==> config.mk <==
export PLATFORM = sky130hd
export DESIGN_NAME = toy_bus_req_dec_pipe
export DESIGN_NICKNAME = d
export VERILOG_FILES = /design/src/rtl/toy_bus_pkg.sv /design/src/rtl/toy_bus_skid2.sv /design/src/rtl/toy_bus_req_dec_pipe.sv
export SDC_FILE = /design/constraint.sdc
export NUM_CORES = 1
export LEC_CHECK = 0
export ABC_AREA = 1
export ABC_CLOCK_PERIOD_IN_PS = 9200
export CAP_MARGIN = 10
export CORE_MARGIN = 3
export CORE_UTILIZATION = 52
export DETAILED_ROUTE_END_ITERATION = 7
export HOLD_SLACK_MARGIN = 0.05
export PLACE_DENSITY = 0.85
export SLEW_MARGIN = 20
export SYNTH_ARGS = -nofsm -noshare
export SYNTH_HDL_FRONTEND = slang
export SYNTH_SLANG_ARGS = --single-unit
==> constraint.sdc <==
create_clock -name clk -period 9.2 [get_ports clk]
set_input_delay 1.38 -clock clk [delete_from_list [all_inputs] [get_ports clk]]
set_output_delay 1.38 -clock clk [all_outputs]
set_load 0.02 [all_outputs]
==> src/rtl/toy_bus_pkg.sv <==
// -----------------------------------------------------------------------------
// toy_bus_pkg
// Shared definitions for the toy bus network.
//   - Width localparams for the default ToyBusReq layout.
//   - toy_bus_req_t : packed request struct (addr, strb, data, opcode,
//                     src_id, tgt_id), MSB first in that order.
//   - Opcode constants TOY_BUS_OP_RD / TOY_BUS_OP_WR.
// No ports (package).
// -----------------------------------------------------------------------------
package toy_bus_pkg;

    localparam int TOY_BUS_ADDR_W = 32;
    localparam int TOY_BUS_DATA_W = 32;
    localparam int TOY_BUS_STRB_W = TOY_BUS_DATA_W / 8;
    localparam int TOY_BUS_ID_W   = 4;

    localparam logic TOY_BUS_OP_RD = 1'b0;
    localparam logic TOY_BUS_OP_WR = 1'b1;

    typedef struct packed {
        logic [TOY_BUS_ADDR_W-1:0] addr;
        logic [TOY_BUS_STRB_W-1:0] strb;
        logic [TOY_BUS_DATA_W-1:0] data;
        logic                      opcode;
        logic [TOY_BUS_ID_W-1:0]   src_id;
        logic [TOY_BUS_ID_W-1:0]   tgt_id;
    } toy_bus_req_t;

endpackage

==> src/rtl/toy_bus_skid2.sv <==
// -----------------------------------------------------------------------------
// toy_bus_skid2
// Generic 2-entry FIFO with valid/ready handshakes on both sides.
// The input ready is registered so it never depends combinationally on the
// downstream ready; two entries are enough to keep 1 transfer/cycle.
// Storage is not reset; only pointers, count and ready are.
// Ports:
//   clk, rst_n            clock, synchronous active-low reset
//   in_vld/in_rdy/in_data write side (push on in_vld && in_rdy)
//   out_vld/out_rdy/out_data read side (pop on out_vld && out_rdy)
// -----------------------------------------------------------------------------
module toy_bus_skid2
    import toy_bus_pkg::*;
#(
    parameter int PAYLOAD_W = 8
) (
    input  logic                 clk,
    input  logic                 rst_n,
    input  logic                 in_vld,
    output logic                 in_rdy,
    input  logic [PAYLOAD_W-1:0] in_data,
    output logic                 out_vld,
    input  logic                 out_rdy,
    output logic [PAYLOAD_W-1:0] out_data
);

    logic [PAYLOAD_W-1:0] mem [2];
    logic                 wr_ptr;
    logic                 rd_ptr;
    logic [1:0]           count;
    logic [1:0]           count_next;
    logic                 push;
    logic                 pop;

    assign push     = in_vld && in_rdy;
    assign out_vld  = (count != 2'd0);
    assign pop      = out_vld && out_rdy;
    assign out_data = mem[rd_ptr];

    always_comb begin
        count_next = count;
        case ({push, pop})
            2'b10:   count_next = count + 2'd1;
            2'b01:   count_next = count - 2'd1;
            default: count_next = count;
        endcase
    end

    always_ff @(posedge clk) begin
        if (!rst_n) begin
            count  <= 2'd0;
            wr_ptr <= 1'b0;
            rd_ptr <= 1'b0;
            in_rdy <= 1'b1;
        end else begin
            count  <= count_next;
            // Ready looks one cycle ahead so a pop at count==2 reopens the
            // input on the following cycle.
            in_rdy <= (count_next < 2'd2);
            if (push) begin
                wr_ptr <= ~wr_ptr;
            end
            if (pop) begin
                rd_ptr <= ~rd_ptr;
            end
        end
    end

    always_ff @(posedge clk) begin
        if (push) begin
            mem[wr_ptr] <= in_data;
        end
    end

endmodule

==> src/rtl/toy_bus_req_dec_pipe.sv <==
// -----------------------------------------------------------------------------
// toy_bus_req_dec_pipe
// Registered request decoder: one ToyBusReq stream in, N_OUT channels out.
// Requests are buffered in a 2-entry skid FIFO; the head entry is routed to
// the lowest channel whose RTE_MASK row contains its tgt_id. Unmapped heads
// are dropped one cycle after becoming valid and reported on the err_* port.
// Optional feature (macro TOY_BUS_DEC_PERF_EN): per-channel 16-bit
// saturating handshake counters on perf_cnt, cleared by rst_n or perf_clr.
// Ports:
//   clk, rst_n                    clock, synchronous active-low reset
//   in_vld/in_rdy, in_*           request input (in_rdy registered)
//   out_vld[N_OUT]/out_rdy[N_OUT] per-channel handshake (one-hot or zero)
//   out_*                         head payload, shared by all channels
//   err_vld/err_tgt_id            drop pulse and tgt_id of last drop
//   err_sticky/err_clr            sticky drop flag and its clear
//   perf_clr/perf_cnt             (TOY_BUS_DEC_PERF_EN only)
// -----------------------------------------------------------------------------
module toy_bus_req_dec_pipe
    import toy_bus_pkg::*;
#(
    parameter int N_OUT  = 2,
    parameter int ADDR_W = 32,
    parameter int DATA_W = 32,
    parameter int STRB_W = DATA_W / 8,
    parameter int ID_W   = 4,
    parameter logic [N_OUT*(2**ID_W)-1:0] RTE_MASK = 32'h00B8_0004
) (
    input  logic              clk,
    input  logic              rst_n,
    input  logic              in_vld,
    output logic              in_rdy,
    input  logic [ADDR_W-1:0] in_addr,
    input  logic [STRB_W-1:0] in_strb,
    input  logic [DATA_W-1:0] in_data,
    input  logic              in_opcode,
    input  logic [ID_W-1:0]   in_src_id,
    input  logic [ID_W-1:0]   in_tgt_id,
    output logic [N_OUT-1:0]  out_vld,
    input  logic [N_OUT-1:0]  out_rdy,
    output logic [ADDR_W-1:0] out_addr,
    output logic [STRB_W-1:0] out_strb,
    output logic [DATA_W-1:0] out_data,
    output logic              out_opcode,
    output logic [ID_W-1:0]   out_src_id,
    output logic [ID_W-1:0]   out_tgt_id,
    output logic              err_vld,
    output logic [ID_W-1:0]   err_tgt_id,
    output logic              err_sticky,
    input  logic              err_clr
`ifdef TOY_BUS_DEC_PERF_EN
    ,
    input  logic              perf_clr,
    output logic [N_OUT*16-1:0] perf_cnt
`endif
);

    localparam int NT        = 2**ID_W;
    localparam int PAYLOAD_W = ADDR_W + STRB_W + DATA_W + 1 + 2*ID_W;

    logic [PAYLOAD_W-1:0] fifo_in;
    logic [PAYLOAD_W-1:0] head;
    logic [PAYLOAD_W-1:0] head_shown;
    logic                 head_vld;
    logic                 head_pop;
    logic [ID_W-1:0]      head_tgt;
    logic [N_OUT-1:0]     hit;
    logic                 mapped;
    logic                 drop;

    assign fifo_in = {in_addr, in_strb, in_data, in_opcode, in_src_id, in_tgt_id};

    toy_bus_skid2 #(
        .PAYLOAD_W (PAYLOAD_W)
    ) u_skid (
        .clk      (clk),
        .rst_n    (rst_n),
        .in_vld   (in_vld),
        .in_rdy   (in_rdy),
        .in_data  (fifo_in),
        .out_vld  (head_vld),
        .out_rdy  (head_pop),
        .out_data (head)
    );

    // Payload reads as zero while the FIFO is empty, so the (unreset)
    // storage never leaks onto the outputs after reset.
    assign head_shown = head_vld ? head : '0;
    assign {out_addr, out_strb, out_data, out_opcode, out_src_id, out_tgt_id} = head_shown;
    assign head_tgt = head[ID_W-1:0];

    always_comb begin
        hit = '0;
        for (int o = 0; o < N_OUT; o++) begin
            logic [NT-1:0] row;
            row    = RTE_MASK[o*NT +: NT];
            hit[o] = row[head_tgt];
        end
    end

    assign mapped = |hit;
    assign drop   = head_vld && !mapped;

    // hit & -hit isolates the lowest set bit: overlapping masks resolve to
    // the lowest-numbered channel.
    assign out_vld = (head_vld && mapped) ? (hit & (~hit + N_OUT'(1))) : '0;

    // Only the selected channel's ready matters, since out_vld is one-hot.
    assign head_pop = (|(out_vld & out_rdy)) || drop;

    always_ff @(posedge clk) begin
        if (!rst_n) begin
            err_vld    <= 1'b0;
            err_tgt_id <= '0;
            err_sticky <= 1'b0;
        end else begin
            err_vld <= drop;
            if (drop) begin
                err_tgt_id <= head_tgt;
            end
            // A drop in the same cycle as err_clr keeps the flag set.
            if (drop) begin
                err_sticky <= 1'b1;
            end else if (err_clr) begin
                err_sticky <= 1'b0;
            end
        end
    end

`ifdef TOY_BUS_DEC_PERF_EN
    logic [N_OUT-1:0] hs;
    assign hs = out_vld & out_rdy;

    for (genvar o = 0; o < N_OUT; o++) begin : g_perf
        always_ff @(posedge clk) begin
            if (!rst_n || perf_clr) begin
                perf_cnt[o*16 +: 16] <= 16'h0000;
            end else if (hs[o] && (perf_cnt[o*16 +: 16] != 16'hFFFF)) begin
                perf_cnt[o*16 +: 16] <= perf_cnt[o*16 +: 16] + 16'h0001;
            end
        end
    end
`else
    // Handshake counters are not built in this configuration.
`endif

endmodule

==> metrics.yaml, run 1 <==
p_sw_uw: 858
setup_violations: 0
path_max_fanout: 80
hp-start: "err_tgt_id[2]"
vdd_drop_max_v: 0.000160
avgSynthCellArea_um2: 12.9
ys_seq_area_share_pct: 77.5
worst_slew_pin_slew_ns: 1.06
grt_pass1_wl_um: 20800
setup_tns_ns: 0
layout_common_cells: "168 x clkdlybuf4s50_1, 161 x nand2_1, 154 x edfxtp_1, 81 x a21oi_1, 17 x clkbuf_16"
outcome: "finished, final reports clean"
skew_ns: 0.00425
power_mw: 2.55
rsz0062_at_grt: "no"
ys_async_sr_fraction_pct: 0
synth_area_um2: 6270
final_cells: 807
finalWirelength_um: 13600
power.share.switching_pct: 33.7
synth_ff_type: "edfxtp_1"
path_clk_slew_ns: 0.06
ctsHoldBuffers: 0
postSynthCellCount: 486
reg2reg_slack_ns: 5.89
pin_count: 169
die_y_um: 116
die-area_um2: 13400
cp-endpoint: "out_vld[0]"
gp_congestion: 0.799
powerDensity_nw_per_um2: 297
grt_max_degree: 81
path_buf_inv: 3
ys_ff_latch: 166
cts_root_buf: "clkbuf_16"
ant_nets: 0
layout_commonest_cell: "clkdlybuf4s50_1"
final_util_pct: 73.9
drive_gt1_share_pct: 6.02
grt_usage_pct: 20.7
critPathCaptureType: "primary output"
pwr-share-comb_pct: 36.5
cts_buffers: 17
worstHoldPathType: "reg -> reg"
antenna_found_initial: 0
drcViolationCount: 0
vias: 4174
clock_path_buffers: 2
period_share_pct: 49.5
grt-ovfl-total: 0
finalHoldViolations: 0
r2r_end: "u_skid.in_rdy"
grt_pass1_vias: 4210
yosys_warnings: 0
pwr-share-seq_pct: 39.1
dr.pass1.iters: 5
cp_slowest_cell: "buf_4"
start_kind: "register"
dp.cells: 775
io_buffers: 168
drt_iter0_markers: 319
via_per_inst: 5.17
drv_slew: 0
reg2reg_depth: 14
htreeDepth: 4
clkPwrFrac_pct: 24.4
leakagePower_nw: 3.06
worstPathArrival_ns: 3.17
cts_tree: "done"
fin_crit_ns: 4.55
relSlewSlack_pct: 29.0
ctsResizeCount: 0
setup.worst_path.class: "reg -> out"
worst-path-stages: 8
syn_nets: 570
post-cts-setup-buffers: 0
internal_power_mw: 1.69
num-nets-final: 735
synth_edf_count: 154
worstPathRequired_ns: 7.82
ys_types: 25
drv_cap: 0
core_area_um2: 11600
cp_cell_sequence: "buf_4 > inv_4 > nand2_1 > nand2_2 > nor2_1 > nand2_1 > nor2_1 > clkdlybuf4s50_1"
antenna_cells: 0
fp.dieW_um: 116
cts_num_sinks: 166
cp_top_family: "buffers and inverters"
clk_latency_ns: 0.41
area_growth_pct: 36.9
start_util_pct: 54.0
dp_hpwl_um: 8400
slowest_delay_ns: 0.63
fmax_mhz: 220
fillers: 732
placementRows: 39
post_drt_wl_per_cell_um: 16.8
whs_ns: 0.461
[flip-flops by register name, indices dropped and copies added, names as in the netlist, named ones only]
name,cells
err_sticky,1
err_tgt_id,4
err_vld,1
u_skid.count,1
u_skid.in_rdy,1
u_skid.mem,154
u_skid.rd_ptr,1
u_skid.wr_ptr,1
[worst register-to-register path, stage by stage, from the launching register on]
cell     delay [ns]
dfxtp_2        0.31
buf_4          0.63
inv_4          0.56
nand2_1        0.23
nand2_2        0.08
nor2_1         0.14
nand2_1        0.11
nand3_2        0.20
nand3_1        0.14
ha_1           0.23
xnor2_1        0.16
xor2_1         0.15
mux2i_1        0.09
nor2_1         0.14
inv_1          0.05
[area by class of cell]
type	instances	area [µm²]	area share, %
tap	143	179	2.08
timing repair buffer	172	1710	19.9
multi-input combinational	279	1250	14.5
sequential	166	4870	56.7
clock inverter	14	92.6	1.08
clock buffer	18	429	5.00
inverter	15	58.8	0.685
[layer usage]
| metal | up-vias | wire length (µm) | GRT usage (%) |
|---|---|---|---|
| met3 | 26 | 931 | 5.22 |
| li1 | 2025 | - | - |
| met1 | 1955 | 5500 | 26.0 |
| met2 | 168 | 6810 | 34.3 |
| met5 | - | 0 | 0 |
| met4 | 0 | 334 | 8.89 |
[power groups by stage]
stage | logic (mW) | registers [mW] | clock network, mW
detailed placement | 0.932 | 1.01 | 0
global route | 1.01 | 1.01 | 0.668
finish | 0.930 | 0.996 | 0.621
floorplan | 0.515 | 1.02 | 0
CTS | 0.941 | 0.996 | 0.633
global placement | 0.914 | 1.00 | 0
[worst min-delay path by stage]
| stage | cells past startpoint | slack, ns | endpoint |
|---|---|---|---|
| finish | 2 | 0.46 | err_tgt_id[2] |
| global route | 2 | 0.47 | err_tgt_id[2] |
| CTS | 2 | 0.45 | err_tgt_id[2] |
| detailed placement | 2 | 0.45 | err_tgt_id[2] |
| global placement | 2 | 0.44 | err_tgt_id[2] |
| floorplan | 2 | 0.49 | u_skid.count[0] |
[metrics by stage]
stage                     instance area (µm²)  setup WS (ns)
final                                    8590           4.65
after global routing                     8590           4.36
after CTS                                8590           4.62
after detailed placement                 8060           5.08
after global placement                   8060           5.15
after floorplan                          6270           3.97
[cell usage after synthesis, drive strengths merged, types with 2 or more instances]
cell type	instances	share of area (%)
nand2	168	10
edfxtp	154	74
a21oi	81	6.5
inv	15	0.94
nor2	14	0.88
buf	13	1.2
clkbuf	13	0.78
dfxtp	12	3.8
o21ai	5	0.40
nand4	3	0.30
nand3	2	0.24
[kinds of logic (layout without fill, tap and decap cells)]
group | Yosys count | after routing | synth area share (%)
XOR/XNOR | 2 | 2 | 0.279
flip-flops | 166 | 166 | 77.5
adder cells (fa/ha/maj) | 1 | 1 | 0.199
multiplexers | 1 | 1 | 0.160
buffers and inverters | 41 | 219 | 2.87
AND/OR/NAND/NOR | 188 | 188 | 12.0
AO/OA/AOI/OAI | 87 | 87 | 6.96
No activity file was read; power rests on OpenSTA's default activity.
==> run 2: changes to the inputs <==
- ABC_CLOCK_PERIOD_IN_PS: 9200 -> 3900
- CORE_UTILIZATION: 52 -> 43
- PLACE_DENSITY: 0.85 -> 0.75
- clock period: 9.2 -> 3.9 ns (I/O delays scaled with it)
==> metrics.yaml, run 2 (same netlist as run 1, synthesis figures left out) <==
core_area_um2: 14100  # +21%
period_share_pct: 84.5
setup_violations: 0  # unchanged
cts_tree: "done"
num-nets-final: 737  # +0.27%
top_regs: "u_skid.mem x154, err_tgt_id x4"
critPathCaptureType: "primary output"
outcome: "finished, final reports clean"
clock_path_buffers: 2  # unchanged
final_area_um2: 8800  # +2.5%
grt-ovfl-total: 0  # unchanged
drt_iter0_markers: 354  # +11%
relSlewSlack_pct: 43.1  # +14 points
antenna_found_initial: 1  # +1
layout_commonest_cell: "clkdlybuf4s50_1"
path_max_fanout: 79  # -1.3%
htreeDepth: 4  # unchanged
slowest_delay_ns: 0.66  # +0.03 ns
final_util_pct: 62.4  # -12 points
path_clk_slew_ns: 0.06  # about the same
worstPathArrival_ns: 2.71  # -0.46 ns
placementRows: 43  # +10%
ctsResizeCount: 0  # unchanged
finalHoldViolations: 0  # unchanged
power_mw: 6.41  # +150%
leakagePower_nw: 3.15  # +3.0%
start_kind: "register"
reg2reg_slack_ns: 1.06  # -4.83 ns
area_growth_pct: 40.3
die-area_um2: 16100  # +20%
vias: 4185  # +0.26%
grt_pass1_vias: 4222  # +0.29%
skew_ns: 0.00436  # +0.000115 ns
cp_cell_sequence: "buf_4 > nand2_1 > nand2_2 > nand2_1 > nand2_2 > nand2_2 > nor2_1 > clkdlybuf4s50_1"
setup_tns_ns: 0  # unchanged
dr.pass1.iters: 4  # -1
pin_count: 169  # unchanged
pre_cts_slack_ns: 1.03  # -4.04 ns
setup_ws_ns: 0.603  # -4.04 ns
path_buf_inv: 2  # -1
grt_pass1_wl_um: 21700  # +4.3%
finalWirelength_um: 13800  # +1.4%
dp_hpwl_um: 8490  # +1.1%
fp.dieW_um: 127  # +9.4%
cts_root_buf: "clkbuf_16"
grt_usage_pct: 17.6  # -3.1 points
start_util_pct: 44.5  # -9.5 points
gp_congestion: 0.807  # +1.0%
fin_crit_ns: 3.30
post_drt_wl_per_cell_um: 16.3  # -3.2%
ctsHoldBuffers: 0  # unchanged
crit_top_cell: "nand2_2"
regMostFlops: "u_skid.mem"
clk_latency_ns: 0.42  # about the same
fmax_mhz: 303
die_y_um: 127  # +9.4%
worstHoldPathType: "reg -> reg"
antenna_cells: 0  # unchanged
drive_gt1_share_pct: 7.21  # +1.2 points
worstPathRequired_ns: 3.31  # -4.51 ns
layout_common_cells: "168 x clkdlybuf4s50_1, 161 x nand2_1, 154 x edfxtp_1, 81 x a21oi_1, 17 x clkbuf_16"
place_area_um2: 8140  # +0.92%
powerDensity_nw_per_um2: 728  # +150%
worst_slew_pin_slew_ns: 0.853  # -0.211 ns
post-cts-setup-buffers: 0  # unchanged
cp_top_family: "buffers and inverters"
vdd_drop_max_v: 0.000431  # +170%
drv_cap: 0  # unchanged
ant_nets: 0  # unchanged
via_per_inst: 4.95  # -4.4%
setup.worst_path.class: "reg -> out"
cp_slowest_cell: "buf_4"
cts_buffers: 17  # unchanged
cts_num_sinks: 166  # unchanged
drv_slew: 0  # unchanged
drcViolationCount: 0  # unchanged
grt_max_degree: 80  # -1.2%
rsz0062_at_grt: "no"
largest_reg_flops: 154  # unchanged
io_buffers: 168  # unchanged
fillers: 1072  # +46%
-- run 2: changes by cell type in the layout (fill, tap and decap cells not counted) --
cell	before	now
clkinvlp_4	3	0
buf_4	4	5
bufinv_16	1	6
inv_6	0	1
clkinv_4	0	3
clkinv_1	8	0
buf_12	0	1
clkbuf_1	1	3
-- run 2: per-stage QoR --
step	cells	hold WS, ns
finish	846	0.447
global route	846	0.466
CTS	846	0.455
detailed placement	814	0.446
global placement	814	0.442
floorplan	486	0.487
-- run 2: path summary, 6_finish.rpt --
check	cells past startpoint	end	from
worst min-delay path	2	err_tgt_id[2]	err_tgt_id[2]
worst max-delay path	8	out_vld[1]	register
worst max register to register	14	u_skid.in_rdy	register
worst min register to register	2	err_tgt_id[2]	err_tgt_id[2]
-- run 2: area by class of cell --
cell class / count / area (µm²) / area share [%]
Tap cell: 180 / 225 / 2.56
Inverter: 15 / 58.8 / 0.668
Multi-Input combinational cell: 279 / 1250 / 14.2
Timing Repair Buffer: 174 / 1740 / 19.8
Clock buffer: 20 / 437 / 4.96
Sequential cell: 166 / 4870 / 55.3
Clock inverter: 12 / 225 / 2.56
-- run 2: report_power, final --
group | internal, mW | switching [mW]
clock | 1.20 | 0.656
combinational | 0.879 | 1.33
sequential | 2.26 | 0.0802
-- run 2: layer usage --
metal | track usage, % | vias to the layer above | part of all wire, %
met1 | 22.4 | 1992 | 42
met2 | 28.2 | 146 | 49
met3 | 6.40 | 15 | 7.9
met4 | 5.49 | 2 | 0.97
met5 | 0 | - | 0.065
li1 | - | 2030 | -
-- run 2: worst min-delay path, stage by stage (launching register included) --
cell and delay [ns]:
dfxtp_1 0.31, inv_1 0.05, a21oi_1 0.05
==> RTL edit: new RTL, settings of run 1 <==
Remove the register `err_vld`: a continuous assignment takes its place, so the output `err_vld` follows one clock earlier.
--- a/src/rtl/toy_bus_req_dec_pipe.sv
+++ b/src/rtl/toy_bus_req_dec_pipe.sv
@@ -109,11 +109,9 @@
 
     always_ff @(posedge clk) begin
         if (!rst_n) begin
-            err_vld    <= 1'b0;
             err_tgt_id <= '0;
             err_sticky <= 1'b0;
         end else begin
-            err_vld <= drop;
             if (drop) begin
                 err_tgt_id <= head_tgt;
             end
@@ -125,6 +123,8 @@
             end
         end
     end
+
+    assign err_vld = drop;
 
 `ifdef TOY_BUS_DEC_PERF_EN
     logic [N_OUT-1:0] hs;
Check against the original RTL: not equivalent (a bounded check fails within 4 cycles, from zero or initial values and one cycle with rst_n low).
==> RTL edit against run 1 <==
Power up 1.1%. Clock power up 3.7%. Synthesized area about the same. Setup slack better by 0.40 ns. Sequential share of layout area down 0.26 points. Final cell count down 0.25%. Maximum frequency up 9.6%. Design area about the same. Sequential cell count down 1. Routed wire length up 1.7%. Die area about the same. Largest cell class unchanged.
==> RTL edit: results (changes against run 1) <==
* Status: finished clean (unchanged)
- The routability congestion estimate from global placement is 0.822 (was 0.799).
- Final wirelength: 13.8 mm (was 13.6 mm)
- The global-route usage over all layers came to 20.9% (was 20.7%).
* Detail-routed via count per cell: 5.29 (was 5.17)
* Leakage power figure: 3.07 nW (was 3.06 nW)
- The fraction of registers with async set or reset after synthesis was 0% (unchanged).
- The number of levels in the clock H-tree came to 4 (unchanged).
* Post-cts gate resize count: 0 (unchanged)
- Yosys warning count: 0 (unchanged)
- CP arrival: 2.77 ns (was 3.17 ns)
* Layout filler cell count: 750 (was 732)
- Vias in the first global route: 4335 (was 4210)
- Number of buffers inserted by port buffering: 168 (unchanged)
* First-pass GRT wire length: 21.3 mm (was 20.8 mm)
- Worst Min Path Start: err_tgt_id[0]$_SDFFE_PN0P_ (was err_tgt_id[2]$_SDFFE_PN0P_)
* Worst slew slack as a fraction of its limit: 29.1% (was 29.0%)
- The clock network latency to the later pin of the worst-skew pair came to 0.41 ns (about the same).
- The count of flip-flops with a built-in enable after synthesis came to 154 (unchanged).
- The cell with the largest stage delay on the worst path was buf_4 (unchanged).
- Fraction of final layout cells with drive strength greater than 1: 6.65% (was 6.02%)
- DR pass1 iterations: 5 (unchanged)
- The post-placement cell area was 8060 µm² (about the same).
- Distinct cell type count after synthesis: 22 (was 25)
* Detail Placement HPWL: 8.37 mm (was 8.40 mm)
- Cell at the root of the clock tree: clkbuf_16 (unchanged)
* Maximum ir drop on the vdd rail: 0.166 mV (was 0.160 mV)
- The maximum fanout along the worst path was 79 (was 80).
- The setup skew after layout was 0.00612 ns (was 0.00425 ns).
* Drt first-iter violations: 378 (was 319)
* Largest cells by area after synthesis: edfxtp_1 74%, nand2_1 9.6%, a21oi_1 6.3% (was edfxtp_1 74%, nand2_1 9.6%, a21oi_1 6.5%)
* Sequential share of the synthesized area: 77.2% (was 77.5%)
- Max-slew violation total from the final report: 0 (unchanged)
- The total inserted antenna cells was 0 (unchanged).
- The worst setup timing slack at the placement stage was 5.48 ns (was 5.08 ns).
- Worst Hold Path Cells: 2 (unchanged)
- Synthesized Nets: 569 (was 570)
* Worst r2r path cells: 14 (unchanged)
- Clock buffers created by TritonCTS: 17 (unchanged)
* Number of post-CTS setup repair buffers: 0 (unchanged)
* Number of nets in the finished design: 735 (unchanged)
* Commonest cells in the netlist: 160 x nand2_1, 154 x edfxtp_1, 79 x a21oi_1 (was 161 x nand2_1, 154 x edfxtp_1, 81 x a21oi_1)
- The path type of the worst setup path was flop to output pin (unchanged).
- The kind of path behind the tightest hold check is flop to flop (unchanged).
-- RTL edit: final timing paths --
check	slack [ns]	end
setup / recovery	5.05	err_vld
hold / removal	0.49	err_tgt_id[0]$_SDFFE_PN0P_
setup reg to reg	6.46	u_skid.in_rdy$_SDFF_PN1_
hold reg to reg	0.49	err_tgt_id[0]$_SDFFE_PN0P_
-- RTL edit: layout make-up --
type,instances,area [µm²],share of cell area [%]
Sequential cell,165,4850,56.4
Clock inverter,8,85.1,0.991
Clock buffer,22,444,5.17
Multi-Input combinational cell,281,1270,14.8
Tap cell,143,179,2.08
Timing Repair Buffer,172,1710,19.9
Inverter,14,55.1,0.641
-- RTL edit: per-layer routing --
metal,up-vias,routed length (µm),GRT usage (%)
met5,-,0,0
li1,2023,-,-
met4,0,183,7.50
met3,20,932,6.01
met2,180,7170,36.1
met1,2033,5520,25.2
-- RTL edit: through the flow --
stage,utilization (%),instances,total power [mW]
global route,74.0,805,2.70
finish,74.0,805,2.58
floorplan,-,485,1.54
global placement,69.4,775,1.92
CTS,74.0,805,2.59
detailed placement,69.4,775,1.95
-- RTL edit: critical path: cells and delay by family, from the launching register on --
kind            cells  cell delay (ns)
compound gates      1             0.17
buf+inv             4             1.49
flops               1             0.35
simple gates        3             0.35
-- RTL edit: cells by family (layout without fill, tap and decap cells) --
family | after synthesis | after routing | share of synthesized area [%]
multiplexers | 1 | 1 | 0.160
XOR/XNOR | 2 | 2 | 0.279
AO/OA/AOI/OAI | 84 | 84 | 6.70
adder cells (fa/ha/maj) | 1 | 1 | 0.199
flip-flops | 165 | 165 | 77.2
buffers and inverters | 39 | 216 | 2.85
AND/OR/NAND/NOR | 193 | 193 | 12.6
-- RTL edit: power by group --
group	internal (mW)	switching, mW	leakage (nW)
registers	0.954	0.0370	1.53
clock network	0.391	0.253	0.258
logic	0.372	0.570	1.29
